## src/rtl/mac_kbd_pkg.sv

```systemverilog
// Shared codes and state encoding for the Mac Plus keyboard link responder.
package mac_kbd_pkg;

   localparam logic [7:0] CMD_INQUIRY = 8'h10;
   localparam logic [7:0] CMD_INSTANT = 8'h14;
   localparam logic [7:0] CMD_MODEL   = 8'h16;
   localparam logic [7:0] CMD_TEST    = 8'h36;

   localparam logic [7:0] RSP_MODEL   = 8'h0B;
   localparam logic [7:0] RSP_TEST    = 8'h7D;
   localparam logic [7:0] RSP_NULL    = 8'h7B;

   localparam logic [7:0] PFX_EXT1    = 8'h71;
   localparam logic [7:0] PFX_EXT0    = 8'h79;

   typedef enum logic [2:0] {
      ST_IDLE,
      ST_RX,
      ST_RELWAIT,
      ST_DECODE,
      ST_WAIT,
      ST_LOAD,
      ST_TX
   } kbd_state_e;

   // Number of protocol bytes produced by one key event {ext[1:0], break, code[6:0]}.
   function automatic logic [1:0] event_len(input logic [9:0] d);
      if (d[9])
         return 2'd3;
      else if (d[8])
         return 2'd2;
      else
         return 2'd1;
   endfunction

   // Byte to emit given how many bytes of the event remain (prefixes come first).
   function automatic logic [7:0] event_byte(input logic [1:0] left, input logic [7:0] code);
      if (left == 2'd3)
         return PFX_EXT1;
      else if (left == 2'd2)
         return PFX_EXT0;
      else
         return code;
   endfunction

endpackage

```

## src/rtl/kbd_byte_fifo.sv

```systemverilog
// Synchronous 8-bit FIFO with first-word-fallthrough output and wrapping
// pointers one bit wider than the address.
module kbd_byte_fifo #(
   parameter  int DEPTH = 8,
   localparam int AW    = $clog2(DEPTH)
) (
   input  logic          clk,
   input  logic          reset,
   input  logic          push,
   input  logic          pop,
   input  logic [7:0]    din,
   output logic [7:0]    dout,
   output logic [AW:0]   count,
   output logic          full,
   output logic          empty
);

   logic [7:0]  mem [DEPTH];
   logic [AW:0] wr_ptr;
   logic [AW:0] rd_ptr;
   logic        do_push;
   logic        do_pop;

   assign empty   = (wr_ptr == rd_ptr);
   assign full    = (wr_ptr[AW] != rd_ptr[AW]) && (wr_ptr[AW-1:0] == rd_ptr[AW-1:0]);
   assign count   = wr_ptr - rd_ptr;
   assign dout    = mem[rd_ptr[AW-1:0]];
   assign do_push = push && !full;
   assign do_pop  = pop && !empty;

   always_ff @(posedge clk) begin
      if (do_push)
         mem[wr_ptr[AW-1:0]] <= din;
   end

   always_ff @(posedge clk) begin
      if (reset) begin
         wr_ptr <= '0;
         rd_ptr <= '0;
      end else begin
         if (do_push)
            wr_ptr <= wr_ptr + 1'b1;
         if (do_pop)
            rd_ptr <= rd_ptr + 1'b1;
      end
   end

endmodule

```

## src/rtl/mac_kbd_link.sv

```systemverilog
// Keyboard-side responder for the Mac Plus keyboard link: queues key events
// as protocol bytes and serves host commands over the clocked serial line.
//
// state   | meaning
// IDLE    | clock high, line released, watching for host request (data low)
// RX      | clocking in 8 command bits from the host
// RELWAIT | waiting for the host to release the data line
// DECODE  | acting on the received command
// WAIT    | Inquiry: waiting for a queued byte or the timeout
// LOAD    | popping a queued byte (or null) into the shifter
// TX      | clocking out 8 response bits
module mac_kbd_link
   import mac_kbd_pkg::*;
#(
   parameter int T_LOW       = 1460,
   parameter int T_HIGH      = 1300,
   parameter int INQ_TIMEOUT = 2031250,
   parameter int FIFO_DEPTH  = 8
) (
   input  logic       clk,
   input  logic       reset,
   input  logic       kbd_strobe,
   input  logic [9:0] kbd_data,
   output logic       kbd_clk,
   input  logic       kbd_dat_in,
   output logic       kbd_dat_out,
   output logic       kbd_dat_oe,
   output logic       overflow
);

   localparam int AW    = $clog2(FIFO_DEPTH);
   localparam int TMAX  = (T_LOW > T_HIGH) ? T_LOW : T_HIGH;
   localparam int PW    = ($clog2(TMAX) > 0) ? $clog2(TMAX) : 1;
   localparam int TW    = ($clog2(INQ_TIMEOUT) > 0) ? $clog2(INQ_TIMEOUT) : 1;

   // ---------------- event capture and push sequencer ----------------
   logic        strobe_q;
   logic        key_evt;
   logic        seq_active;
   logic [1:0]  seq_left;
   logic [7:0]  seq_code;
   logic        pend_valid;
   logic [9:0]  pend_data;
   logic        overflow_q;
   logic        cand_valid;
   logic [9:0]  cand_data;
   logic        cand_fits;
   logic [AW:0] fifo_free;

   logic        fifo_push;
   logic        fifo_pop;
   logic [7:0]  fifo_din;
   logic [7:0]  fifo_dout;
   logic [AW:0] fifo_count;
   logic        fifo_full;
   logic        fifo_empty;

   assign key_evt    = kbd_strobe ^ strobe_q;
   assign fifo_free  = (AW+1)'(FIFO_DEPTH) - fifo_count;
   assign cand_valid = !seq_active && (pend_valid || key_evt);
   assign cand_data  = pend_valid ? pend_data : kbd_data;
   assign cand_fits  = (AW+1)'(event_len(cand_data)) <= fifo_free;
   assign fifo_push  = seq_active && !fifo_full;
   assign fifo_din   = event_byte(seq_left, seq_code);
   assign overflow   = overflow_q;

   always_ff @(posedge clk) begin
      if (reset) begin
         strobe_q   <= kbd_strobe;
         seq_active <= 1'b0;
         seq_left   <= '0;
         seq_code   <= '0;
         pend_valid <= 1'b0;
         pend_data  <= '0;
         overflow_q <= 1'b0;
      end else begin
         strobe_q <= kbd_strobe;
         if (seq_active) begin
            seq_left <= seq_left - 2'd1;
            if (seq_left == 2'd1)
               seq_active <= 1'b0;
            if (key_evt) begin
               if (pend_valid)
                  overflow_q <= 1'b1;
               else begin
                  pend_valid <= 1'b1;
                  pend_data  <= kbd_data;
               end
            end
         end else begin
            // Space is checked for the whole event so it is never split.
            if (cand_valid) begin
               if (cand_fits) begin
                  seq_active <= 1'b1;
                  seq_left   <= event_len(cand_data);
                  seq_code   <= cand_data[7:0];
               end else begin
                  overflow_q <= 1'b1;
               end
            end
            if (pend_valid) begin
               pend_valid <= key_evt;
               pend_data  <= kbd_data;
            end
         end
      end
   end

   kbd_byte_fifo #(.DEPTH(FIFO_DEPTH)) u_fifo (
      .clk   (clk),
      .reset (reset),
      .push  (fifo_push),
      .pop   (fifo_pop),
      .din   (fifo_din),
      .dout  (fifo_dout),
      .count (fifo_count),
      .full  (fifo_full),
      .empty (fifo_empty)
   );

   // ---------------- link FSM ----------------
   kbd_state_e  state;
   kbd_state_e  state_n;
   logic        tx_load;
   logic [7:0]  tx_byte;
   logic        dat_low_q;
   logic [PW-1:0] phase_cnt;
   logic [3:0]  bit_cnt;
   logic        kbd_clk_q;
   logic        dat_out_q;
   logic [7:0]  shift_q;
   logic [TW-1:0] to_cnt;
   logic        cells_done;
   logic        in_cells;

   assign in_cells    = (state == ST_RX) || (state == ST_TX);
   assign cells_done  = kbd_clk_q && (phase_cnt == '0) && (bit_cnt == 4'd8);
   assign kbd_clk     = kbd_clk_q;
   assign kbd_dat_out = dat_out_q;
   assign kbd_dat_oe  = (state == ST_TX);

   always_ff @(posedge clk) begin
      if (reset)
         state <= ST_IDLE;
      else
         state <= state_n;
   end

   always_comb begin
      state_n  = state;
      fifo_pop = 1'b0;
      tx_load  = 1'b0;
      tx_byte  = RSP_NULL;
      unique case (state)
         ST_IDLE: begin
            if (!kbd_dat_in && dat_low_q)
               state_n = ST_RX;
         end
         ST_RX: begin
            if (cells_done)
               state_n = ST_RELWAIT;
         end
         ST_RELWAIT: begin
            if (kbd_dat_in)
               state_n = ST_DECODE;
         end
         ST_DECODE: begin
            case (shift_q)
               CMD_INQUIRY: state_n = ST_WAIT;
               CMD_INSTANT: state_n = ST_LOAD;
               CMD_MODEL: begin
                  tx_load = 1'b1;
                  tx_byte = RSP_MODEL;
                  state_n = ST_TX;
               end
               CMD_TEST: begin
                  tx_load = 1'b1;
                  tx_byte = RSP_TEST;
                  state_n = ST_TX;
               end
               default: state_n = ST_IDLE;
            endcase
         end
         ST_WAIT: begin
            // On timeout LOAD finds the FIFO empty and substitutes the null reply.
            if (!fifo_empty || (to_cnt == '0))
               state_n = ST_LOAD;
         end
         ST_LOAD: begin
            tx_load = 1'b1;
            if (!fifo_empty) begin
               fifo_pop = 1'b1;
               tx_byte  = fifo_dout;
            end
            state_n = ST_TX;
         end
         ST_TX: begin
            if (cells_done)
               state_n = ST_IDLE;
         end
         default: state_n = ST_IDLE;
      endcase
   end

   // Bit-cell engine: the cycle entering RX/TX has the clock high with an
   // expired phase, so the first fall follows one cycle later.
   always_ff @(posedge clk) begin
      if (reset) begin
         dat_low_q <= 1'b0;
         phase_cnt <= '0;
         bit_cnt   <= '0;
         kbd_clk_q <= 1'b1;
         dat_out_q <= 1'b1;
         shift_q   <= '0;
         to_cnt    <= TW'(INQ_TIMEOUT - 1);
      end else begin
         dat_low_q <= ~kbd_dat_in;

         if (state != ST_WAIT)
            to_cnt <= TW'(INQ_TIMEOUT - 1);
         else if (to_cnt != '0)
            to_cnt <= to_cnt - 1'b1;

         if (in_cells) begin
            if (phase_cnt != '0) begin
               phase_cnt <= phase_cnt - 1'b1;
            end else if (kbd_clk_q) begin
               if (bit_cnt != 4'd8) begin
                  kbd_clk_q <= 1'b0;
                  phase_cnt <= PW'(T_LOW - 1);
                  if (state == ST_TX) begin
                     dat_out_q <= shift_q[7];
                     shift_q   <= {shift_q[6:0], 1'b0};
                  end
               end else begin
                  dat_out_q <= 1'b1;
               end
            end else begin
               kbd_clk_q <= 1'b1;
               phase_cnt <= PW'(T_HIGH - 1);
               bit_cnt   <= bit_cnt + 4'd1;
               if (state == ST_RX)
                  shift_q <= {shift_q[6:0], kbd_dat_in};
            end
         end else begin
            kbd_clk_q <= 1'b1;
            phase_cnt <= '0;
            bit_cnt   <= '0;
            dat_out_q <= 1'b1;
            if (tx_load)
               shift_q <= tx_byte;
         end
      end
   end

endmodule
```

## config.mk

```make
export PLATFORM = sky130hd
export DESIGN_NAME = mac_kbd_link
export DESIGN_NICKNAME = d
export VERILOG_FILES = /design/src/rtl/mac_kbd_pkg.sv /design/src/rtl/kbd_byte_fifo.sv /design/src/rtl/mac_kbd_link.sv
export SDC_FILE = /design/constraint.sdc
export NUM_CORES = 1
export LEC_CHECK = 0
export ABC_AREA = 1
export CAP_MARGIN = 40
export CORE_ASPECT_RATIO = 1.5
export CORE_MARGIN = 1
export CORE_UTILIZATION = 50
export DETAILED_ROUTE_END_ITERATION = 10
export PLACE_DENSITY = 0.64
export SETUP_SLACK_MARGIN = 0.5
export SLEW_MARGIN = 20
export SYNTH_ARGS = -nofsm -noshare
export SYNTH_HDL_FRONTEND = slang
export SYNTH_SLANG_ARGS = --single-unit
```

## constraint.sdc

```tcl
create_clock -name clk -period 2.5 [get_ports clk]
set_input_delay 0.5 -clock clk [delete_from_list [all_inputs] [get_ports clk]]
set_output_delay 0.5 -clock clk [all_outputs]
set_load 0.02 [all_outputs]
```

# After elaboration in Yosys (flattened, before gate mapping)

Memories as Yosys holds them, arrays and structs flattened. A register that Yosys moved wholly into a read port is not among the register bits.
Cells that the tools add are included.

Flip-flop bits (word level): 82
Latch bits: 0
RAM bits: 64
Memory bits (read-only): 0
Logic and storage cells: 156
Memories: 1

$add $sub $neg: 8
$mul: 0
Divide/modulo/power cells: 0
Magnitude comparators: 1
Equal/unequal tests: 33
Shift-type cells: 0
Mux-type cells: 55
Bitwise logic cells: 6
Reduce and logical (&&, ||, !) cells: 35

Memory list:

| name       | words | bits a word | read ports | clocked after Yosys merged registers in | wr ports | line                | text |
|---|---|---|---|---|---|---|---|
| u_fifo.mem | 8     | 8           | 1          | 1                                       | 1        | kbd_byte_fifo.sv:18 | `logic [7:0] mem [DEPTH];` |

Operators by type and width:

| cell                                                                  | number |
|---|---|
| 8-bit 2-to-1 mux                                                      | 10 |
| 10-bit 2-to-1 mux                                                     | 4 |
| 11-bit 2-to-1 mux                                                     | 3 |
| 8-bit by 5-bit == test with 1-bit output (second input constant)      | 3 |
| 21-bit zero test                                                      | 1 |
| 1-bit 2-to-1 mux                                                      | 21 |
| 3-bit 2-to-1 mux                                                      | 7 |
| 3-bit one-hot mux with 7 select lines                                 | 1 |
| 21-bit nonzero test                                                   | 1 |
| 21-bit by 1-bit subtractor with 21-bit output (second input constant) | 1 |
| 2-bit inequality test (second input constant)                         | 8 |
| 8-bit one-hot mux with 2 select lines                                 | 1 |
| 7-bit one-hot mux with 2 select lines                                 | 1 |
| 4-bit by 1-bit adder with 4-bit output (second input constant)        | 3 |
| 11-bit zero test                                                      | 1 |
| 11-bit nonzero test                                                   | 1 |
| 11-bit by 1-bit subtractor with 11-bit output (second input constant) | 1 |
| 2-bit 2-to-1 mux                                                      | 5 |
| 5-bit AND reduction                                                   | 2 |
| 3-bit == test (second input constant)                                 | 3 |
| 3-bit one-hot mux with 3 select lines                                 | 1 |
| 8-bit by 6-bit == test with 1-bit output (second input constant)      | 1 |
| 1-bit logical AND                                                     | 8 |
| 2-bit nonzero test                                                    | 4 |
| 27 further kinds                                                      | 46 |

# Longest topological paths before layout

Depth in word-level cells: 7
Mapped depth: 14
Mapped depth without buffers: 14

# Modules after synthesis

From an unflattened synthesis, not the netlist that was laid out.

Cells, all modules: 900
Area total of the unflattened synthesis: 7317.0 µm²

Modules (own cells, without submodules):

| module        | times used | cells each | area each (µm²) | sequential area each (µm²) |
|---|---|---|---|---|
| mac_kbd_link  | 1          | 605        | 4087.7          | 1481.4 |
| kbd_byte_fifo | 1          | 295        | 3229.3          | 2142.1 |

# Worst setup path before layout

Ideal clock, no wire load.

Path type: reg-to-reg
From: reg u_fifo.wr_ptr[2]
To: mem u_fifo.mem[0][0] (enable)
Setup time: 0.370 ns
Arrival: 1.883 ns
Setup slack: 0.247 ns
Stages on the path, launching flop included: 8
Path buffers: 0
Clock period less this slack: 2.253 ns
Cells stage by stage: dfxtp_1 inv_1 ha_1 and3_1 a21oi_1 inv_1 or2_1 nor2_1

Cells in the longest elaborated chain, start to end: 7

RTL lines:

| what                                   | line                                    | text |
|---|---|---|
| start: declaration                     | kbd_byte_fifo.sv:19                     | `logic [AW:0] wr_ptr;` |
| start signal: assignment               | kbd_byte_fifo.sv:42                     | `wr_ptr <= wr_ptr + 1'b1;` |
| 3-bit == test                          | kbd_byte_fifo.sv:25                     | `assign full = (wr_ptr[AW] != rd_ptr[AW]) && (wr_ptr[AW-1:0] == rd_ptr[AW-1:0]);` |
| 1-bit logical AND                      | kbd_byte_fifo.sv:25                     |  |
| 1-bit zero test                        | kbd_byte_fifo.sv:28, mac_kbd_link.sv:63 |  |
| 1-bit logical AND                      | mac_kbd_link.sv:63                      | `assign fifo_push = seq_active && !fifo_full;` |
| 1-bit logical AND                      | kbd_byte_fifo.sv:28                     | `assign do_push = push && !full;` |
| 1-bit 2-to-1 mux                       | kbd_byte_fifo.sv:32                     | `if (do_push)` |
| 1-bit 2-to-1 mux (implied by the code) | kbd_byte_fifo.sv:33                     | `mem[wr_ptr[AW-1:0]] <= din;` |
| end: declaration                       | kbd_byte_fifo.sv:18                     |  |

Several ways; a longest one is shown, not always the timed one.

# Worst setup path after layout

From: reg u_fifo.wr_ptr[1]
To: reg seq_code[2]

Cells in the longest elaborated chain, start to end: 4

RTL lines:

| what                                           | line                | text |
|---|---|---|
| 4-bit subtractor                               | kbd_byte_fifo.sv:26 | `assign count = wr_ptr - rd_ptr;` |
| 4-bit subtractor                               | mac_kbd_link.sv:59  | `assign fifo_free = (AW+1)'(FIFO_DEPTH) - fifo_count;` |
| 2-bit by 4-bit <= comparator with 1-bit output | mac_kbd_link.sv:62  | `assign cand_fits = (AW+1)'(event_len(cand_data)) <= fifo_free;` |
| 3-bit AND reduction (no source line)           | n/a                 |  |
| end signal: assignment                         | mac_kbd_link.sv:96  | `seq_code <= cand_data[7:0];` |
| end: declaration                               | mac_kbd_link.sv:41  | `logic [7:0] seq_code;` |

No other way between the ends.
A chain may end at the register's enable or synchronous reset.

==> summary.md <==
| Metric | Value |
|---|---|
| Outcome | `complete, no violations` |
| Hold WC Path Type | `flip-flop to flip-flop` |
| Total congestion overflow | `0` |
| Final GP Congestion | `0.881` |
| Cell chain of the critical path | `inv_4, ha_4, ha_4, fa_2, a21oi_2, o21a_1, nand2_4, buf_12, nand3_1, nand2_1, nor2_1` |
| Worst Setup Path Type | `flip-flop to flip-flop` |
| Worst Setup End Kind | `flip-flop` |
| Reg2Reg Capture Point | `seq_code[2]$_SDFFE_PP0P_` |
| H-tree depth | `4` |
| Die width | `100 um` |
| Slowest CP cell | `fa_2` |
| Initial drt markers | `261` |
| LEAKAGE | `3.53 nW` |
| Pre-antenna DRT Iters | `5` |
| Hold-fix buffers, CTS | `0` |
| Top Ports | `18` |
| Placed inst area | `7750 um2` |
| Most frequent CP cell | `ha_4` |
| DP HPWL | `12400 um` |
| Number of global-route vias before repair | `6002` |
| Clk slew on worst S/H paths | `0.06 ns` |
| Distinct cells, synth | `41` |
| Worst Setup SP | `u_fifo.wr_ptr[1]$_SDFFE_PP0P_` |
| Worst setup margin | `0.350 ns` |
| Worst-case clock buffer depth | `2` |
| Fraction of the yosys area taken by sequential cells | `50.2%` |
| Final instance area | `8640 um2` |
| Buf+Inv Stages, Crit Path | `2` |
| Initial core utilization | `51.4%` |
| Yosys warning count | `0` |
| First-pass GRT wire length | `28100 um` |
| WHS | `0.460 ns` |
| Arrival @ worst endpoint | `2.51 ns` |
| Worst path required time | `2.86 ns` |
| Max_slew headroom | `50.7%` |
| Total inserted antenna cells | `0` |
| WP depth | `11` |
| Reg2reg path depth | `11` |
| Core box area | `14100 um2` |
| Wire per inst | `15.3 um` |
| Routed vias/inst | `5.33` |
| Max Slew Vio Count | `0` |
| MaxCap Viol Count | `0` |
| Syn Area/Cell | `8.17 um2` |
| Clk sinks | `149` |
| R2R setup slack | `0.35 ns` |
| Top delay family on crit path | `adder cells` |
| Tcrit/Tclk final | `86.0%` |
| Critical path destination | `seq_code[2]$_SDFFE_PP0P_` |
| Mapped cell area | `7220 um2` |
| Number of antenna-violating nets in the routed design | `0` |
| Net count, final | `955` |
| CP max stage delay | `0.47 ns` |
| Die H | `149 um` |
| Register bit total from synthesis | `149` |
| Port Buffers | `17` |
| Place WS | `-0.0309 ns` |
| RSZ-0062 raised after global routing | `yes` |
| Die area | `14900 um2` |
| Share of cells above drive strength 1 | `14.9%` |
| Pin count of the biggest net entering global routing | `33` |
| Total GRT Usage | `24.8%` |
| Slew @ Worst Pin | `0.738 ns` |
| Clock latency on the worst-skew pair | `0.42 ns` |
| Post-Synthesis Cells | `884` |
| Final min period | `2.15 ns` |
| Max IR drop VDD | `526 uV` |
| Vias | `6010` |
| Site Rows | `53` |
| Syn-to-layout area delta | `19.6%` |
| DR DRC count | `0` |
| Post-Route WL | `17300 um` |
| Mapped Nets | `916` |
| Initial antenna violation count | `0` |
| Final hold violation count | `0` |
| Critical R2R Launch | `u_fifo.wr_ptr[1]$_SDFFE_PP0P_` |
| Hold wc startpoint | `phase_cnt[0]$_SDFFE_PP0N_` |
| Clock Tree Root | `clkbuf_16` |
| Crit Path Max Fanout | `12` |
| Max frequency | `465 MHz` |
| CTS tree | `done` |
| Final Total Pwr | `8.48 mW` |
| Clock skew | `0.00607 ns` |
| # setup viols final | `0` |
| Pwr Density | `983 nW/um2` |
| Startpoint types | `flip-flop` |
| CTS buffer count | `17` |
## cell type report
cell class / count / area, um2
clock inverters: 12 / 201
inverters: 81 / 307
clock buffers: 20 / 458
flip-flops and latches: 149 / 3640
repair buffers: 47 / 464
fillers: 1255 / 5420
well taps: 192 / 240
multi-input cells: 627 / 3330
## metal layers
layer  part of all wire [%]  track usage (%)  routed length (um)
met2                     56             47.6                9680
met3                    2.9             4.83                 509
met1                     37             24.0                6380
met4                    4.2             14.1                 729
met5                      0                0                   0
## synthesized netlist by cell type, drive strengths merged
library cell | count | area [um2]
o21ai | 40 | 200
a31oi | 7 | 43.8
mux2i | 9 | 90.1
buf | 16 | 103
o31ai | 1 | 7.51
ha | 17 | 213
dfxtp | 85 | 1700
or2 | 3 | 18.8
clkinv | 1 | 3.75
o21a | 1 | 7.51
o21bai | 2 | 15.0
nor3b | 4 | 30.0
a21oi | 37 | 196
a211oi | 8 | 60.1
clkbuf | 11 | 41.3
nand4 | 7 | 43.8
nor3 | 9 | 56.3
nor4 | 3 | 18.8
fa | 1 | 20.0
nand2 | 227 | 877
edfxtp | 64 | 1920
and3 | 1 | 6.26
xor2 | 11 | 96.3
nor2 | 132 | 536
xnor2 | 13 | 114
inv | 80 | 300
o211ai | 6 | 45.0
nand3 | 88 | 455
## where the power goes
part	total (mW)	internal [mW]	leakage, nW	switching [mW]
sequential	3.17	2.96	1.28	0.213
clock	2.84	1.83	0.315	1.00
combinational	2.48	0.876	1.93	1.60
total	8.48	5.67	3.53	2.82
## flip-flops by register name, summed over array words and instances, names as in the netlist, named ones only
register and cells:
u_fifo.wr_ptr 4, seq_code 8, seq_active 1, bit_cnt 4
seq_left 2, pend_data 10, strobe_q 1, u_fifo.rd_ptr 4
kbd_clk 1, dat_low_q 1, shift_q 8, kbd_dat_out 1
to_cnt 21, pend_valid 1, u_fifo.mem 64, phase_cnt 11
state 3, overflow 1
## through the flow
| stage | util, % | std cells | setup TNS, ns |
|---|---|---|---|
| final | 61.4 | 1128 | 0 |
| after detailed placement | 55.1 | 1086 | -0.0486 |
| after global routing | 61.4 | 1128 | 0 |
| after global placement | 55.0 | 1085 | 0 |
| after CTS | 60.8 | 1125 | 0 |
| after floorplan | - | 884 | 0 |
## cell usage in the layout (no fill, tap or decap), types with 8 or more instances in the layout
master	netlist	layout
nand2_1	219	215
nor2_1	122	117
nand3_1	85	83
dfxtp_1	85	76
inv_1	74	67
edfxtp_1	64	64
o21ai_0	39	39
a21oi_1	34	24
buf_4	2	24
clkbuf_16	0	18
clkdlybuf4s50_1	0	15
ha_1	17	13
inv_2	6	12
xnor2_1	13	12
a21oi_2	3	12
xor2_1	11	11
nand2_2	7	10
nor2_2	7	8
nor3_1	8	8
a211oi_1	8	8
mux2i_1	9	8
dfxtp_2	0	8
## worst min path at each step
stage	endpoint	slack [ns]	cells past startpoint
finish	phase_cnt[0]$_SDFFE_PP0N_	0.46	1
detailed placement	phase_cnt[0]$_SDFFE_PP0N_	0.45	1
global placement	phase_cnt[0]$_SDFFE_PP0N_	0.45	1
global route	phase_cnt[0]$_SDFFE_PP0N_	0.50	1
floorplan	phase_cnt[0]$_SDFFE_PP0N_	0.44	1
CTS	phase_cnt[0]$_SDFFE_PP0N_	0.46	1
## repair_timing
action,in CTS,in global routing
gates resized for setup,20,19
buffers inserted,7,3
setup endpoints to repair,46,85
pin swaps,8,13
## logic make-up (layout without fill, tap and decap cells)
family / after synthesis / count (layout) / share of synthesized area (%)
simple gates: 474 / 474 / 28.3
flops: 149 / 149 / 50.2
buf+inv: 108 / 160 / 6.20
compound gates: 102 / 102 / 7.97
xor+xnor: 24 / 24 / 2.91
fa+ha+maj: 18 / 18 / 3.22
mux: 9 / 9 / 1.25
No activity file was read; power rests on OpenSTA's default activity.
